<file path="src/rtl/bit_stream_pkg.sv">
// bit_stream_pkg: shared types and sizing helpers for the bit-stream serializer.
//   state_t   : serializer FSM states (IDLE, SHIFT)
//   cnt_w     : bit-counter width for a given data width
//   frame_len : bits per frame, including the parity bit when enabled
//   Optional feature macro: BIT_STREAM_SERIALIZER_PARITY_EN (adds a trailing even-parity bit)
package bit_stream_pkg;

    typedef enum logic {IDLE, SHIFT} state_t;

    function automatic int cnt_w(input int width);
        return $clog2(width + 1);
    endfunction

    function automatic int frame_len(input int width);
`ifdef BIT_STREAM_SERIALIZER_PARITY_EN
        return width + 1;
`else
        return width;
`endif
    endfunction

endpackage

</file>
<file path="src/rtl/bit_stream_counter.sv">
// bit_stream_counter: loadable down-counter with terminal-count flag.
//   clk        : rising-edge clock
//   reset      : asynchronous active-high reset (count returns to 0)
//   load_i     : load load_val_i this cycle (wins over en_i)
//   en_i       : decrement this cycle; holds at 0 once terminal count is reached
//   load_val_i : value to load
//   tc_o       : count is zero
//   Optional feature macro: BIT_STREAM_SERIALIZER_PARITY_EN (only affects load values chosen by the top)
module bit_stream_counter
    import bit_stream_pkg::*;
#(
    parameter  int WIDTH = 8,
    localparam int CW    = cnt_w(WIDTH)
) (
    input  logic          clk,
    input  logic          reset,
    input  logic          load_i,
    input  logic          en_i,
    input  logic [CW-1:0] load_val_i,
    output logic          tc_o
);

    logic [CW-1:0] cnt_q, cnt_d;

    assign tc_o = cnt_q == '0;

    always_comb cnt_d = load_i ? load_val_i : (en_i && !tc_o) ? cnt_q - CW'(1) : cnt_q;

    always_ff @(posedge clk or posedge reset)
        if (reset) cnt_q <= '0;
        else       cnt_q <= cnt_d;

endmodule

</file>
<file path="src/rtl/bit_stream_serializer.sv">
// bit_stream_serializer: parallel word to 1-bit stream over a valid/ready handshake.
//   clk       : rising-edge clock
//   reset     : asynchronous active-high reset
//   din       : parallel word, captured when din_valid && din_ready
//   din_valid : din holds a word
//   din_ready : word can be taken this cycle (idle, or last bit of the frame on x)
//   x         : serial bit, forced to 0 when x_valid is low
//   x_valid   : x carries a data (or parity) bit
//   busy      : a frame is in progress
//   Optional feature macro: BIT_STREAM_SERIALIZER_PARITY_EN (even-parity bit after the data bits)
module bit_stream_serializer
    import bit_stream_pkg::*;
#(
    parameter int WIDTH     = 8,
    parameter bit MSB_FIRST = 1'b1
) (
    input  logic             clk,
    input  logic             reset,
    input  logic [WIDTH-1:0] din,
    input  logic             din_valid,
    output logic             din_ready,
    output logic             x,
    output logic             x_valid,
    output logic             busy
);

    localparam int FRAME_LEN = frame_len(WIDTH);
    localparam int CW        = cnt_w(WIDTH);

    state_t           state_q;
    logic [WIDTH-1:0] sreg_q;
    logic             tc, accept, head;

    // Ready at the last bit lets the next word follow with no gap cycle.
    assign din_ready = !reset && (state_q == IDLE || tc);
    assign accept    = din_valid && din_ready;
    assign head      = MSB_FIRST ? sreg_q[WIDTH-1] : sreg_q[0];
    assign x_valid   = state_q == SHIFT;
    assign busy      = x_valid;

    bit_stream_counter #(.WIDTH(WIDTH)) u_cnt (
        .clk        (clk),
        .reset      (reset),
        .load_i     (accept),
        .en_i       (state_q == SHIFT),
        .load_val_i (CW'(FRAME_LEN - 1)),
        .tc_o       (tc)
    );

    always_ff @(posedge clk or posedge reset)
        if (reset) begin
            state_q <= IDLE;
            sreg_q  <= '0;
        end else if (accept) begin
            state_q <= SHIFT;
            sreg_q  <= din;
        end else if (state_q == SHIFT) begin
            state_q <= tc ? IDLE : SHIFT;
            sreg_q  <= MSB_FIRST ? sreg_q << 1 : sreg_q >> 1;
        end

`ifdef BIT_STREAM_SERIALIZER_PARITY_EN
    logic par_q;

    // The terminal-count cycle of a parity frame carries the parity bit.
    assign x = x_valid && (tc ? par_q : head);

    always_ff @(posedge clk or posedge reset)
        if (reset)       par_q <= 1'b0;
        else if (accept) par_q <= ^din;
`else
    assign x = x_valid && head;
`endif

endmodule
</file>
<file path="config.mk">
export PLATFORM = sky130hd
export DESIGN_NAME = bit_stream_serializer
export DESIGN_NICKNAME = d
export VERILOG_FILES = /design/src/rtl/bit_stream_pkg.sv /design/src/rtl/bit_stream_counter.sv /design/src/rtl/bit_stream_serializer.sv
export SDC_FILE = /design/constraint.sdc
export NUM_CORES = 1
export LEC_CHECK = 0
export CORE_AREA = 2 2 51 53
export DETAILED_ROUTE_END_ITERATION = 8
export DIE_AREA = 0 0 53 55
export SYNTH_ARGS = -nofsm -noshare
export SYNTH_HDL_FRONTEND = slang
export SYNTH_SLANG_ARGS = --single-unit
</file>
<file path="constraint.sdc">
create_clock -name clk -period 2 [get_ports clk]
set_input_delay 0.2 -clock clk [delete_from_list [all_inputs] [get_ports clk]]
set_output_delay 0.2 -clock clk [all_outputs]
set_load 0.01 [all_outputs]
</file>
Word level (Yosys, flattened, before mapping)

Index checks and enable logic that the tools add are counted.

Bits in registers: 13
Input port bits: 11
Output and inout port bits: 4
Logic and storage cells: 22

$add $sub $neg: 1
Muxes and demuxes: 7
Bitwise gates (word level): 1
Reductions and logical operators: 10

Operator list:

| kind                                                               | count |
|---|---|
| 8-bit 2-to-1 mux                                                   | 2 |
| 4-bit 2-to-1 mux                                                   | 2 |
| 1-bit logical AND                                                  | 4 |
| 4-bit logical NOT                                                  | 1 |
| 2-bit nonzero test                                                 | 2 |
| 4-bit by 1-bit subtractor with 4-bit output, second input constant | 1 |
| 1-bit 2-to-1 mux                                                   | 3 |
| 1-bit logical NOT                                                  | 2 |
| 1-bit logical OR                                                   | 1 |
| 1-bit NOT                                                          | 1 |

Logic depth before layout (Yosys ltp)

Gate-level depths: netlist of run 1.

Word-level depth: 5
Depth in mapped cells: 5

Hierarchy

Synthesis of run 1 repeated with hierarchy kept, for this count alone.

Cells, all modules: 66
Area, all modules: 800.8 µm²

By module, submodules not included:

| module                | instances | cells an instance | area each (µm²) |
|---|---|---|---|
| bit_stream_serializer | 1         | 38                | 544.3 |
| bit_stream_counter    | 1         | 28                | 256.5 |

Least setup slack after synthesis of run 1

OpenSTA, ideal clock, no wires.

Kind: reg-to-reg
From: reg u_cnt.cnt_q[0]
To: reg sreg_q[1]
Library setup time: 0.065 ns
Arrival: 1.414 ns
Path slack: 0.521 ns
Cell stages (with the launch flop): 6
Buffers on the path: 0
Clock period less this slack: 1.479 ns
Path through: dfrtp_1 inv_1 ha_1 or3b_4 o21ai_4 o221a_2

Word-level cells in the longest chain between the ends: 5
Elaborated cells between the ends (all ways): 6
Classes of those cells: mux: 1; reduce/logical: 5

RTL lines:

| what                                                          | line                        | source |
|---|---|---|
| from (decl)                                                   | bit_stream_counter.sv:23    | `logic [CW-1:0] cnt_q, cnt_d;` |
| from (signal assigned)                                        | bit_stream_counter.sv:31    | `else cnt_q <= cnt_d;` |
| 4-bit logical NOT (*)                                         | bit_stream_counter.sv:25    | `assign tc_o = cnt_q == '0;` |
| 1-bit logical OR (*)                                          | bit_stream_serializer.sv:35 | `assign din_ready = !reset && (state_q == IDLE \|\| tc);` |
| 1-bit logical AND (*)                                         | bit_stream_serializer.sv:35 |  |
| 1-bit logical AND (*)                                         | bit_stream_serializer.sv:36 | `assign accept = din_valid && din_ready;` |
| 8-bit 2-to-1 mux / 2-bit nonzero test (equally long branches) | -                           |  |
| to (signal assigned)                                          | bit_stream_serializer.sv:56 | `sreg_q <= din;` |
| to (signal assigned)                                          | bit_stream_serializer.sv:59 | `sreg_q <= MSB_FIRST ? sreg_q << 1 : sreg_q >> 1;` |
| to (decl)                                                     | bit_stream_serializer.sv:31 | `logic [WIDTH-1:0] sreg_q;` |

Every way passes the cells marked *; elsewhere a longest branch is shown, timed or not.
A chain may end at the register's enable or synchronous reset.

Worst setup path after layout of run 1

From: reg u_cnt.cnt_q[0]
To: out din_ready

Word-level cells in the longest chain between the ends: 3

RTL lines:

| what              | line                        | source |
|---|---|---|
| 4-bit logical NOT | bit_stream_counter.sv:25    |  |
| 1-bit logical OR  | bit_stream_serializer.sv:35 |  |
| 1-bit logical AND | bit_stream_serializer.sv:35 |  |
| to (decl)         | bit_stream_serializer.sv:21 | `output logic din_ready,` |

No other way between the ends.

==> metrics, run 1 <==
Non-Filler Instances=111; Int Pwr=0.802 mW; Die X=53 µm; num ports=15; Yosys cell types=23; fmax=0.547 GHz; 1st-iter DRT viols=3; sequential area share after synthesis=48.4%; area leader, netlist=dfrtp_1; row cnt=18; Core Area=2360 µm²; final instance area=886 µm²; Crit path max-delay family=flip-flops; Slew headroom=64.1%; Vias=549; initial antenna violation count=0; Worst-Margin Slew=535 ps; status=completed; critical path peak fanout=5; Sequential Power Share=40.8%; proportion of layout cells with a drive suffix above 1=23.5%; Initial Util=28.4%; Pwr Density=1390 nW/µm²; NumNets Final=94; Net Sw Frac=35.1%; hold slack=322 ps; CP Cell Sequence=inv_1 -> ha_2 -> or3b_4 -> a21oi_1 -> clkbuf_2; Area after DPL=862 µm²; Yosys warnings=0; number of global-route vias before repair=522; Post-Route Skew=2.61 ps; Post-CTS Setup Inserts=0; Power Total=1.24 mW; Switch Pwr=0.434 mW; Logic pwr share=45.9%; crit path DAT=1630 ps; DRC viols=0; register area=325 µm²; final core utilization=37.5%; Hold Vio Cnt, Final=0; mux cell area share after synthesis=2.98%; adder-cell area share of the yosys netlist=1.86%; die span in y=55 µm; CP Launch Type=flip-flop; Critical Path Max Stage Delay=400 ps; Final ANT Viol Nets=0; CP Capture Type=primary output; Post-Synth XOR/XNOR Area=0%; Placed Instances=107; CTS clk-pin slew, worst paths=80 ps; H-tree levels=1; first-pass GRT wire length=2290 µm; compound-cell area share of the yosys netlist=22.0%; Cells after Synth=62; Yosys top cell area share=48.4%; All-Layer GR Usage=11.3%; area of the mapped netlist=672 µm²; register bit count reported by yosys=13; PnR worst setup slack=171 ps; Req. time, crit path=1800 ps; most frequent cells in the layout=dfrtp_1 (13), clkdlybuf4s50_1 (13), or3_1 (7), o221a_2 (7); CTS max path bufs=2; Worst IR Drop VDD=650 µV; kind of critical path=flip-flop to primary output; CTS tree=yes; Num Clock Sinks=13; Fin Setup TNS=0 ps; drt pass-1 iters=4; Die Area=2920 µm²; n_diodes=0; Final GP Congestion=0.773; DR WL/cell=12.7 µm; Clock Power Share=13.3%; Syn Area/Cell=10.8 µm²; vias per cell=4.95; RSZ-0062 raised after global routing=no; Tmin final=1830 ps; slowest cell on the critical path=dfrtp_1; Final Cycle Share=91.5%; latest clock arrival within the worst-skew pair=280 ps; # fillers=253; Slew Limit Fails=0; LEAKAGE=0.366 nW; Area contributors post-synth=dfrtp_1 (48%), o221a_2 (12%), or3_1 (6.5%), mux2i_1 (3.0%), nor3_1 (3.0%); number of port buffers=14; CTS Buf Count=3; routed wire length=1410 µm; largest net degree at the start of global routing=14; Critical path buffers and inverters=2; max-cap violations=0; Final setup viols=0; hpwl dp=1020 µm; Worst Hold Class=input pin to async pin; remaining global-route overflow=0; Synth Area in Simple Gates=19.9%; syn_nets=74; dpl ws=64.5 ps; Area Growth Syn to Fin=31.8%; area of the multi-input gates=317 µm²; Clock Root Buffer=clkbuf_4; largest family of logic cells by synthesized area=compound AO/OA/AOI/OAI gates
==> area by class of cell <==
class                      instances  share of cell area, %
clock buffer                       4                   2.97
inverter                           4                   1.69
multi-input combinational         42                   35.7
sequential                        13                   36.7
tap                               30                   4.24
timing repair buffer              18                   18.6
==> sequential cells by signal, indices dropped and copies added (netlist names) <==
signal,count
busy,1
u_cnt.cnt_q,4
sreg_q,8
==> power groups by stage <==
stage                     clock network (mW)  registers, mW  logic [mW]
after floorplan                            0          0.471       0.419
after global placement                     0          0.503       0.566
after detailed placement                   0          0.506       0.578
after CTS                              0.173          0.505       0.574
after global routing                   0.187          0.523       0.630
final                                  0.165          0.504       0.567
==> path summary, 6_finish.rpt <==
path | startpoint | to | slack, ps | cells after the start
setup / recovery | u_cnt.cnt_q[0] | din_ready | 170 | 5
hold / removal | reset | u_cnt.cnt_q[1] | 320 | 2
setup reg to reg | u_cnt.cnt_q[0] | sreg_q[7] | 280 | 6
hold reg to reg | sreg_q[3] | sreg_q[4] | 550 | 1
max in group asynchronous | reset | sreg_q[5] | 1340 | 2
min in group clk | din[0] | sreg_q[0] | 500 | 3
==> cell families (layout without fill, tap and decap cells) <==
family,after synthesis,in the layout
multiplexers,2,2
adder cells (fa/ha/maj),1,1
AO/OA/AOI/OAI,17,17
flip-flops,13,13
buffers and inverters,7,26
AND/OR/NAND/NOR,22,22
==> what timing repair did <==
item / CTS / global route
hold endpoints to repair: 0 / 0
pin swaps: 0 / 0
hold buffers: 0 / 0
endpoints found under the setup margin: 1 / 1
gates resized for setup: 1 / 3
==> cells in the mapped netlist (all sizes together) <==
master  number
a21oi        2
buf          3
a22o         1
ha           1
inv          4
a31oi        1
nor2b        2
or3b         1
o21ai        4
o22ai        2
dfrtp       13
nor3b        1
and2         1
nand2        3
o221a        7
nor3         4
mux2i        2
nor2         1
nand2b       2
or3          7
==> layer usage <==
| metal | part of all wire (%) | track usage [%] | routed length (µm) |
|---|---|---|---|
| met5 | 0 | 0 | 0 |
| met4 | 0.71 | 2.56 | 10 |
| met3 | 7.1 | 5.91 | 100 |
| met2 | 43 | 16.9 | 609 |
| met1 | 49 | 14.4 | 685 |
No activity file was read; power rests on OpenSTA's default activity.
==> inputs of run 2 (changes only) <==
- CTS_BUF_LIST: default -> sky130_fd_sc_hd__clkbuf_16
- CTS_CLUSTER_SIZE: default -> 16
==> metrics, run 2 (synthesis gave the netlist of run 1 again) <==
CTS max path bufs=2 (unchanged); Fin Setup TNS=0 ps (unchanged); Tmin final=1900 ps (+74.8 ps); Slew Limit Fails=0 (unchanged); Post-CTS Setup Inserts=0 (unchanged); DR WL/cell=12.6 µm (-0.43%); remaining global-route overflow=0 (unchanged); critical path peak fanout=5 (unchanged); initial antenna violation count=0 (unchanged); Hold Vio Cnt, Final=0 (unchanged); DRC viols=0 (unchanged); Req. time, crit path=1800 ps (about the same); Initial Util=28.4% (unchanged); number of global-route vias before repair=512 (-1.9%); CP Capture Type=primary output; Slew headroom=64.3% (+0.22 points); wire length on met2=612 µm (+0.49%); CTS tree=yes; LEAKAGE=0.397 nW (+8.2%); All-Layer GR Usage=11.3% (unchanged); number of port buffers=14 (unchanged); Die Area=2920 µm² (unchanged); CTS clk-pin slew, worst paths=40 ps (-40 ps); Final ANT Viol Nets=0 (unchanged); Num Clock Sinks=13 (unchanged); Vias=555 (+1.1%); 1st-iter DRT viols=6 (+3); first-pass GRT wire length=2260 µm (-1.2%); proportion of layout cells with a drive suffix above 1=22.2% (-1.2 points); die span in y=55 µm (unchanged); vias per cell=5.00 (+1.1%); met1 wire length=652 µm (-4.8%); Area after DPL=862 µm² (unchanged); Final GP Congestion=0.773 (unchanged); largest net degree at the start of global routing=14 (unchanged); final instance area=942 µm² (+6.4%); reg2reg setup slack=290 ps (about the same); Worst IR Drop VDD=823 µV (+27%); Final setup viols=0 (unchanged); Post-Route Skew=0.886 ps (-1.73 ps); largest register by flop count=sreg_q; CTS Buf Count=3 (unchanged); crit path DAT=1700 ps (+70 ps); Final Cycle Share=95.2% (+3.7 points); n_diodes=0 (unchanged); Pwr Density=1530 nW/µm² (+9.8%); top layer reached by signal wires=met4; NumNets Final=94 (unchanged); drt pass-1 iters=4 (unchanged); met3 routed wirelength=113 µm (+13%); num ports=15 (unchanged); hpwl dp=1020 µm (unchanged); Clock Root Buffer=clkbuf_16; Die X=53 µm (unchanged); Area Growth Syn to Fin=40.2%; RSZ-0062 raised after global routing=no; status=completed; Post-CTS Hold Buffers=0 (unchanged); row cnt=18 (unchanged); latest clock arrival within the worst-skew pair=240 ps (-40 ps); Worst-Margin Slew=532 ps (-3.35 ps); kind of critical path=flip-flop to primary output; Power Total=1.44 mW (+17%); Worst Hold Class=input pin to async pin; CP Launch Type=flip-flop; max-cap violations=0 (unchanged); H-tree levels=1 (unchanged); fmax=0.525 GHz (-3.9%); max reg flops=8 (unchanged); Core Area=2360 µm² (unchanged); hold slack=367 ps (+44.8 ps); routed wire length=1400 µm (-0.43%); most frequent cells in the layout=dfrtp_1 (13), clkdlybuf4s50_1 (13), or3_1 (7), o221a_2 (7), inv_1 (5)
run 2: cell types whose count changed in the layout (fill, tap and decap cells not counted):
cell / change
dlygate4sd2_1: +1
clkbuf_4: -3
clkbuf_2: -1
clkbuf_16: +3
inv_1: +1
clkbuf_1: -1
run 2: critical path: stages, from the launching register on:
cell and delay [ps]:
dfrtp_1 380, inv_1 80, ha_2 200, or3b_4 380, a21oi_1 140, dlygate4sd2_1 270
run 2: stage by stage:
| stage | cells | setup slack, ps | utilization [%] |
|---|---|---|---|
| 2_1_floorplan | 62 | 521 | - |
| 3_3_place_gp | 107 | 75.6 | 36.5 |
| 3_5_place_dp | 107 | 64.5 | 36.5 |
| 4_1_cts | 111 | 67.8 | 39.7 |
| 5_1_grt | 111 | 2.54 | 39.8 |
| 6_report | 111 | 95.8 | 39.8 |
run 2: report_power, final:
part,switching (mW),internal (mW)
combinational,0.232,0.336
sequential,0.112,0.392
clock,0.107,0.263
total,0.451,0.991
run 2: repair_timing:
item,CTS,global route
endpoints found under the hold margin,0,0
resized for setup,1,1
setup endpoints to repair,1,1
run 2: final timing paths:
kind	endpoint	from	cells past startpoint
worst max-delay path	din_ready	u_cnt.cnt_q[0]	5
worst min-delay path	u_cnt.cnt_q[1]	reset	2
worst max register to register	sreg_q[7]	u_cnt.cnt_q[0]	6
worst min register to register	sreg_q[4]	sreg_q[3]	1
max in group asynchronous	sreg_q[5]	reset	2
min in group clk	sreg_q[4]	sreg_q[3]	1
run 2: cell type report:
class	instances	area [µm²]
flip-flops and latches	13	325
repair buffers	18	169
clock inverters	1	3.75
well taps	30	37.5
inverters	4	15.0
fillers	243	1420
multi-input cells	42	317
clock buffers	3	75.1
run 2: metal layers:
layer  vias to the layer above  global-route usage [%]
met2                        20                    15.8
met1                       260                    14.4
met4                         0                    5.98
li1                        273                       -
met5                         -                       0
met3                         2                    5.11
==> inputs of run 3 (changes only) <==
- TNS_END_PERCENT: default -> 20
==> results of run 3 <==
Same layout as run 2: the final DEF is identical, and so are final timing and power.
